## src/rtl/id_ex_stage.sv

```systemverilog
// ID/EX pipeline register: decodes the ID-stage instruction into ALU controls,
// registers it, and forwards EX/MEM and MEM/WB results onto the ALU operands.
module id_ex_stage (
   input  logic        clk,
   input  logic        rst,
   input  logic        stall,
   input  logic        flush,
   input  logic        id_valid,
   input  logic [5:0]  id_opcode,
   input  logic [5:0]  id_funct,
   input  logic [4:0]  id_shamt,
   input  logic [4:0]  id_rs,
   input  logic [4:0]  id_rt,
   input  logic [4:0]  id_rd,
   input  logic [31:0] id_rs_data,
   input  logic [31:0] id_rt_data,
   input  logic [15:0] id_imm,
   input  logic        exmem_wr_en,
   input  logic [4:0]  exmem_rd,
   input  logic [31:0] exmem_result,
   input  logic        memwb_wr_en,
   input  logic [4:0]  memwb_rd,
   input  logic [31:0] memwb_result,
   output logic        ex_valid,
   output logic [3:0]  ex_aluCON,
   output logic [31:0] ex_in1,
   output logic [31:0] ex_in2,
   output logic [4:0]  ex_dst,
   output logic        ex_reg_write,
   output logic        ex_ov_chk,
   output logic        ex_illegal
);

   typedef enum logic [1:0] {
      SEL_RR    = 2'd0,
      SEL_SHIFT = 2'd1,
      SEL_IMM   = 2'd2
   } opsel_t;

   typedef struct packed {
      logic        valid;
      logic [3:0]  alu;
      opsel_t      sel;
      logic [4:0]  rs;
      logic [4:0]  rt;
      logic [31:0] rs_data;
      logic [31:0] rt_data;
      logic [31:0] imm;
      logic [4:0]  shamt;
      logic [4:0]  dst;
      logic        reg_write;
      logic        ov_chk;
      logic        illegal;
   } ex_t;

   ex_t         ex_r;
   ex_t         nxt_s;
   logic [3:0]  dec_alu_s;
   logic        dec_ov_s;
   logic        dec_legal_s;
   opsel_t      dec_sel_s;
   logic [31:0] dec_imm_s;
   logic [4:0]  dec_dst_s;
   logic [31:0] fwd_rs_s;
   logic [31:0] fwd_rt_s;

   // Register 0 is hard-wired, so it is never a forwarding target.
   function automatic logic [31:0] fwd(
      input logic [4:0]  r,
      input logic [31:0] d,
      input logic        em_en,
      input logic [4:0]  em_rd,
      input logic [31:0] em_res,
      input logic        mw_en,
      input logic [4:0]  mw_rd,
      input logic [31:0] mw_res
   );
      logic [31:0] v;
      if ((r != 5'd0) && em_en && (em_rd == r)) begin
         v = em_res;
      end else if ((r != 5'd0) && mw_en && (mw_rd == r)) begin
         v = mw_res;
      end else begin
         v = d;
      end
      return v;
   endfunction

   // Instruction decode of the ID-stage fields.
   always_comb begin
      dec_alu_s   = 4'h0;
      dec_ov_s    = 1'b0;
      dec_legal_s = 1'b0;
      dec_sel_s   = SEL_RR;
      dec_imm_s   = {16'h0000, id_imm};
      dec_dst_s   = id_rt;
      case (id_opcode)
         6'h00: begin
            dec_dst_s   = id_rd;
            dec_legal_s = 1'b1;
            case (id_funct)
               6'h20:   begin dec_alu_s = 4'h0; dec_ov_s = 1'b1; end
               6'h21:   dec_alu_s = 4'hE;
               6'h22:   begin dec_alu_s = 4'h1; dec_ov_s = 1'b1; end
               6'h23:   dec_alu_s = 4'hF;
               6'h24:   dec_alu_s = 4'h2;
               6'h25:   dec_alu_s = 4'h3;
               6'h26:   dec_alu_s = 4'h4;
               6'h27:   dec_alu_s = 4'h5;
               6'h00:   begin dec_alu_s = 4'h6; dec_sel_s = SEL_SHIFT; end
               6'h02:   begin dec_alu_s = 4'h7; dec_sel_s = SEL_SHIFT; end
               default: dec_legal_s = 1'b0;
            endcase
         end
         6'h08: begin
            dec_alu_s   = 4'h0;
            dec_ov_s    = 1'b1;
            dec_legal_s = 1'b1;
            dec_sel_s   = SEL_IMM;
            dec_imm_s   = {{16{id_imm[15]}}, id_imm};
         end
         6'h09: begin
            dec_alu_s   = 4'hE;
            dec_legal_s = 1'b1;
            dec_sel_s   = SEL_IMM;
            dec_imm_s   = {{16{id_imm[15]}}, id_imm};
         end
         6'h0C: begin dec_alu_s = 4'h2; dec_legal_s = 1'b1; dec_sel_s = SEL_IMM; end
         6'h0D: begin dec_alu_s = 4'h3; dec_legal_s = 1'b1; dec_sel_s = SEL_IMM; end
         6'h0E: begin dec_alu_s = 4'h4; dec_legal_s = 1'b1; dec_sel_s = SEL_IMM; end
         default: dec_legal_s = 1'b0;
      endcase
   end

   // Next register contents: flush beats stall; an empty ID slot becomes a bubble.
   always_comb begin
      nxt_s = '0;
      if (flush) begin
         nxt_s = '0;
      end else if (stall) begin
         nxt_s = ex_r;
      end else if (id_valid) begin
         nxt_s.valid     = 1'b1;
         nxt_s.alu       = dec_alu_s;
         nxt_s.sel       = dec_sel_s;
         nxt_s.rs        = id_rs;
         nxt_s.rt        = id_rt;
         nxt_s.rs_data   = id_rs_data;
         nxt_s.rt_data   = id_rt_data;
         nxt_s.imm       = dec_imm_s;
         nxt_s.shamt     = id_shamt;
         nxt_s.dst       = dec_dst_s;
         nxt_s.reg_write = dec_legal_s & (dec_dst_s != 5'd0);
         nxt_s.ov_chk    = dec_ov_s;
         nxt_s.illegal   = ~dec_legal_s;
      end else begin
         nxt_s = '0;
      end
   end

   // ID/EX pipeline register.
   always_ff @(posedge clk or posedge rst) begin
      if (rst) begin
         ex_r <= '0;
      end else begin
         ex_r <= nxt_s;
      end
   end

   // Forwarding and operand selection track their inputs with no delay.
   always_comb begin
      fwd_rs_s = fwd(ex_r.rs, ex_r.rs_data, exmem_wr_en, exmem_rd, exmem_result,
                     memwb_wr_en, memwb_rd, memwb_result);
      fwd_rt_s = fwd(ex_r.rt, ex_r.rt_data, exmem_wr_en, exmem_rd, exmem_result,
                     memwb_wr_en, memwb_rd, memwb_result);
      case (ex_r.sel)
         SEL_SHIFT: begin ex_in1 = fwd_rt_s; ex_in2 = {27'd0, ex_r.shamt}; end
         SEL_IMM:   begin ex_in1 = fwd_rs_s; ex_in2 = ex_r.imm; end
         default:   begin ex_in1 = fwd_rs_s; ex_in2 = fwd_rt_s; end
      endcase
   end

   assign ex_valid     = ex_r.valid;
   assign ex_aluCON    = ex_r.alu;
   assign ex_dst       = ex_r.dst;
   assign ex_reg_write = ex_r.reg_write;
   assign ex_ov_chk    = ex_r.ov_chk;
   assign ex_illegal   = ex_r.illegal;

endmodule

```

## config.mk

```make
export PLATFORM = sky130hd
export DESIGN_NAME = id_ex_stage
export DESIGN_NICKNAME = d
export VERILOG_FILES = /design/src/rtl/id_ex_stage.sv
export SDC_FILE = /design/constraint.sdc
export NUM_CORES = 1
export LEC_CHECK = 0
export CAP_MARGIN = 20
export CORE_AREA = 2 2 158 160
export CTS_BUF_LIST = sky130_fd_sc_hd__clkbuf_4 sky130_fd_sc_hd__clkbuf_8 sky130_fd_sc_hd__clkbuf_16
export DETAILED_ROUTE_END_ITERATION = 7
export DIE_AREA = 0 0 160 162
export MAX_ROUTING_LAYER = met4
export SLEW_MARGIN = 20
export SYNTH_ARGS = -nofsm -noshare
export SYNTH_HDL_FRONTEND = slang
export SYNTH_SLANG_ARGS = --single-unit
```

## constraint.sdc

```tcl
create_clock -name clk -period 3.2 [get_ports clk]
set_input_delay 0.32 -clock clk [delete_from_list [all_inputs] [get_ports clk]]
set_output_delay 0.32 -clock clk [all_outputs]
set_load 0.005 [all_outputs]
```

Word level (Yosys, flattened, before mapping)
Index checks and enable logic that the tools add are counted.
{"block": "classes", "addsub": 0, "multipliers": 0, "div_mod_pow": 0, "magnitude_cmp": 0, "n_eq_ne": 21, "shifts": 0, "muxes": 19, "bitwise_logic": 2, "reduce_logical": 18}
{"operator": "126-bit 2-to-1 mux", "count": 3}
{"operator": "32-bit 2-to-1 mux", "count": 6}
{"operator": "32-bit one-hot mux with 2 select lines", "count": 1}
{"operator": "6-bit equality test (second input constant)", "count": 8}
{"operator": "4-bit one-hot mux with 9 select lines", "count": 1}
{"operator": "6-bit by 4-bit equality test with 1-bit output (second input constant)", "count": 5}
{"operator": "5-bit equality test", "count": 4}
{"operator": "4-bit one-hot mux with 5 select lines", "count": 1}
{"operator": "5-bit nonzero test", "count": 3}
{"operator": "6-bit zero test", "count": 2}
{"operator": "10-bit OR reduction", "count": 1}
{"operator": "1-bit logical AND", "count": 8}
{"operator": "6-bit by 2-bit equality test with 1-bit output (second input constant)", "count": 1}
{"operator": "2-bit OR reduction", "count": 3}
{"operator": "5-bit 2-to-1 mux", "count": 1}
{"operator": "5-bit OR reduction", "count": 1}
{"operator": "1-bit one-hot mux with 2 select lines", "count": 2}
{"operator": "2-bit one-hot mux with 2 select lines", "count": 1}
{"operator": "1-bit 2-to-1 mux", "count": 3}
{"operator": "2-bit by 1-bit equality test with 1-bit output (second input constant)", "count": 1}
{"operator": "2-bit equality test (second input constant)", "count": 1}
{"operator": "2-bit by 1-bit inequality test with 1-bit output (second input constant)", "count": 1}
{"operator": "1-bit AND", "count": 1}
{"operator": "1-bit inverter", "count": 1}
{"block": "word_totals", "regBits": 126, "latch_bits": 0, "ramBits": 0, "romBits": 0, "inputBits": 193, "output_inout_bits": 77, "word_cells": 73, "mem_count": 0}

Depth between registers and ports, before layout
{"block": "logic_depth", "ltp_word": 8, "ltp_mapped": 8, "mapped_depth_nobuf": 5}

Worst setup path after synthesis
No wires, ideal clock.
{"block": "synth_timing", "path_type": "register -> output", "start": "register ex_r[115] in the netlist's numbering", "end": "output ex_in1[11]", "arrival_time_ps": 1817, "required_time_ps": 2880, "setup_slack_ps": 1063, "path_stages_with_launch": 7, "path_buffers": 1, "cell_sequence": "dfrtp_1 > or4_4 > o211ai_2 > buf_2 > o21ai_0 > o211a_1 > o32ai_2"}
{"block": "synth_via", "elab_chain_cells": 6, "elab_cells_between_ends": 10, "classes_between": "eq/ne: 2; mux: 3; reduce/logical: 5"}
{"item": "start, declared", "line": "56", "rtl": "ex_t ex_r;"}
{"item": "start signal, assigned", "line": "166", "rtl": "ex_r <= nxt_s;"}
{"item": "5-bit nonzero test", "line": "79, 81"}
{"item": "1-bit logical AND (2 in series)", "line": "81", "rtl": "end else if ((r != 5'd0) && mw_en && (mw_rd == r)) begin"}
{"item": "32-bit 2-to-1 mux", "line": "81"}
{"item": "32-bit 2-to-1 mux (*)", "line": "79", "rtl": "if ((r != 5'd0) && em_en && (em_rd == r)) begin"}
{"item": "32-bit 2-to-1 mux (*)", "line": "176", "rtl": "case (ex_r.sel)"}
{"item": "end, declared", "line": "26", "rtl": "output logic [31:0] ex_in1,"}
Every way passes the cells marked *; elsewhere a longest branch is shown, timed or not.

Final worst setup path
{"block": "layout_timing", "start": "register ex_r[116] in the netlist's numbering", "end": "output ex_in1[16]"}
The elaborated chain is that of the path after synthesis.

==> qor.csv <==
stage,metric,value,unit
clock_network,CTS H-tree depth,3,
synth,dominant cells by area after synthesis,"dfrtp_1, a22o_1, o211a_1",
clock_network,hold_buf cts,0,
drt,1st-pass router iterations,5,
synth,Ys Warns,0,
finish,most frequent cells in the layout,"clkdlybuf4s50_1, o21ai_0, dfrtp_1",
synth,Mean Syn Cell Area,9.58,µm²
critical_path,CP bufs+invs,4,
sta,RSZ-0062 raised after global routing,true,
synth,register bit total from synthesis,111,
synth,Mapped Nets,944,
floorplan,Die W,160,µm
global_routing,vias in the first global route,7198,
synth,largest area contributor in the netlist,dfrtp_1,
synth,post-synth top area share,0.387,
flow_run,Max-Cap Viols,0,
drt,via count,7275,
clock_network,CTS root buf,clkbuf_16,
critical_path,Crit Path Max Fanout,25,
finish,fraction of layout instances using a drive strength above 1,0.139,
place,Post-DP Area,10300,µm²
place,dpl ws,-0.162,ns
finish,Syn-to-layout area delta,54.0,%
drt,Residual DRC,0,
critical_path,CP Launch Type,flip-flop,
global_routing,Total GRT Usage,0.245,
sta,Slew @ Worst Pin,0.723,ns
synth,post-synthesis compound-gate area fraction,0.430,
floorplan,Ports,270,
synth,Cell variety after synth,44,
drt,mean routed wirelength per cell,23.9,µm
drt,drt first-iter violations,659,
clock_network,clock-pin transition on the worst setup and hold timing paths,0.08,ns
clock_network,CTS Buffer Depth,2,
sta,min Tclk post-route,3.25,ns
floorplan,Core Box Area,24100,µm²
sta,Final setup viols,1,
critical_path,CP top delay family,buffers and inverters,
place,IO buf count,269,
sta,Slew Limit Fails,0,
place,hpwl dp,22600,µm
floorplan,Row Count,57,
synth,Synth Area in Adders,0.00349,
sta,final hold violation count,0,
global_routing,pin count of the biggest net entering global routing,112,
synth,Post-synth top flop,dfrtp_1,
sta,Max transition margin,0.514,
synth,"EDFF count, synth",0,
floorplan,Initial Utilization,0.298,
min_path,Hold Path Class,in -> async,
sta,fin crit share,1.02,
clock_network,CTS tree,yes,
drt,post-route ant nets,0,
finish,post-route cell area,11000,µm²
global_routing,gr ovfl total,0,
finish,Fill cells,2381,
sta,f_max,307,MHz
pwr,Pwr per Cell Area,322,nW/µm²
pwr,Final Power,0.00356,W
place,GP Congestion,0.919,
finish,"most common cell after layout, fill and taps aside",clkdlybuf4s50_1,
synth,proportion of synthesized area in mux cells,0.00698,
drt,Detailed Route WL,32100,µm
status,status,"complete, but fails checks",
sta,Max Clock Skew,0,ns
drt,routed vias/inst,5.43,
critical_path,"Cell Chain, Critical Path",buf_4 -> xnor2_1 -> nand4_1 -> or4_4 -> buf_12 -> buf_4 -> o211a_1 -> o32ai_2 -> clkdlybuf4s50_1,
pwr,VDD IR max,0.290,mV
synth,asr flop ratio synth,1.00,
finish,Layout Nets,1201,
status,violated checks,setup timing,
clock_network,Clock Sinks,111,
pwr,leakage,5.08,nW
global_routing,first-pass GRT wire length,46800,µm
floorplan,Die Y,162,µm
global_routing,initial antenna violation count,6,
critical_path,kind of critical path,reg -> out,
critical_path,Crit. End Element,output pin,
clock_network,clk_lat worst skew,0.35,ns
critical_path,Worst EP arrival,2.93,ns
critical_path,CP max-delay cell,clkdlybuf4s50_1,
critical_path,critical path's most frequent cell,buf_4,
critical_path,CP required,2.88,ns
sta,hold_ws,0.458,ns
synth,number of cells produced by synthesis,749,
floorplan,full die area,25900,µm²
synth,share of the yosys chip area belonging to registers,0.387,
clock_network,cts bufs inserted,9,
synth,Post-Syn Area,7170,µm²
synth,xor and xnor area share after synthesis,0.0256,
synth,Simple-Gate Fraction of Synth Area,0.0639,
sta,setup ws final,-0.0548,ns
critical_path,largest stage delay on the critical path,0.53,ns
synth,largest family of logic cells by synthesized area,compound AO/OA/AOI/OAI gates,
cells in the mapped netlist (6+ instances only):
cell        n
buf_6       6
inv_1      36
o21ai_0   122
clkbuf_1   52
buf_2      12
o211a_1    62
nor3_1      7
o21ai_1    26
o32ai_2    28
nand2_1    25
buf_4      16
a22o_1     99
o22ai_1     8
dfrtp_1   111
o21bai_1   12
xnor2_1    16
nor2_1     41
what timing repair did:
item	4_1_cts	5_1_grt
buffers inserted	3	11
gates resized for setup	61	36
gates cloned	4	4
setup endpoints to repair	64	26
pin swaps	4	10
registers in the layout (all words and copies together) (netlist names):
signal,flops
ex_dst,5
ex_r,98
ex_ov_chk,1
ex_reg_write,1
ex_valid,1
ex_aluCON,4
ex_illegal,1
final timing paths:
kind,start,end,slack [ns],depth (start not counted)
worst max-delay path,ex_r[116],ex_in1[16],-0.05,9
worst min-delay path,rst,ex_r[117],0.46,3
worst max register to register,ex_r[114],ex_r[114],2.32,2
worst min register to register,ex_illegal,ex_illegal,0.48,2
max in group asynchronous,rst,ex_r[106],2.22,3
min in group clk,ex_illegal,ex_illegal,0.48,2
cell type report:
class / count / area, µm² / share of cell area
multi-input cells: 513 / 3900 / 0.353
repair buffers: 335 / 3470 / 0.314
flip-flops and latches: 111 / 2780 / 0.252
well taps: 324 / 405 / 0.0367
clock buffers: 12 / 260 / 0.0236
inverters: 36 / 139 / 0.0126
clock inverters: 4 / 77.6 / 0.00702
diodes: 6 / 15.0 / 0.00136
worst reg2reg max path, cell delays in order (launching register included):
cell     delay, ns
dfrtp_1       0.42
buf_4         0.17
a22o_1        0.19
routing by layer:
layer	up-vias	part of all wire	routed length, µm	global-route usage
li1	3369	-	-	-
met1	3591	0.45	14600	0.341
met2	272	0.46	14800	0.359
met3	43	0.058	1870	0.0342
met4	0	0.027	879	0.0991
met5	-	0	0	-
logic make-up after synthesis:
family / Yosys count
AND/OR/NAND/NOR: 98
adder cells (fa/ha/maj): 2
XOR/XNOR: 21
buffers and inverters: 125
flip-flops: 111
AO/OA/AOI/OAI: 387
multiplexers: 5
per-stage QoR:
stage / cells / TNS, ns / util
detailed placement: 1297 / -2.37 / 0.426
global placement: 1297 / -2.17 / 0.426
floorplan: 749 / 0 / -
CTS: 1320 / -0.556 / 0.447
global route: 1341 / -0.137 / 0.458
finish: 1341 / -0.0548 / 0.458
where the power goes:
part | total [W] | internal, W | switching [W] | leakage, nW
sequential | 0.00149 | 0.00145 | 0.0000357 | 1.51
clock | 0.00129 | 0.000742 | 0.000546 | 0.166
combinational | 0.000788 | 0.000448 | 0.000340 | 3.40
total | 0.00356 | 0.00264 | 0.000921 | 5.08
Note: power is estimated with default switching activity, not from simulation.
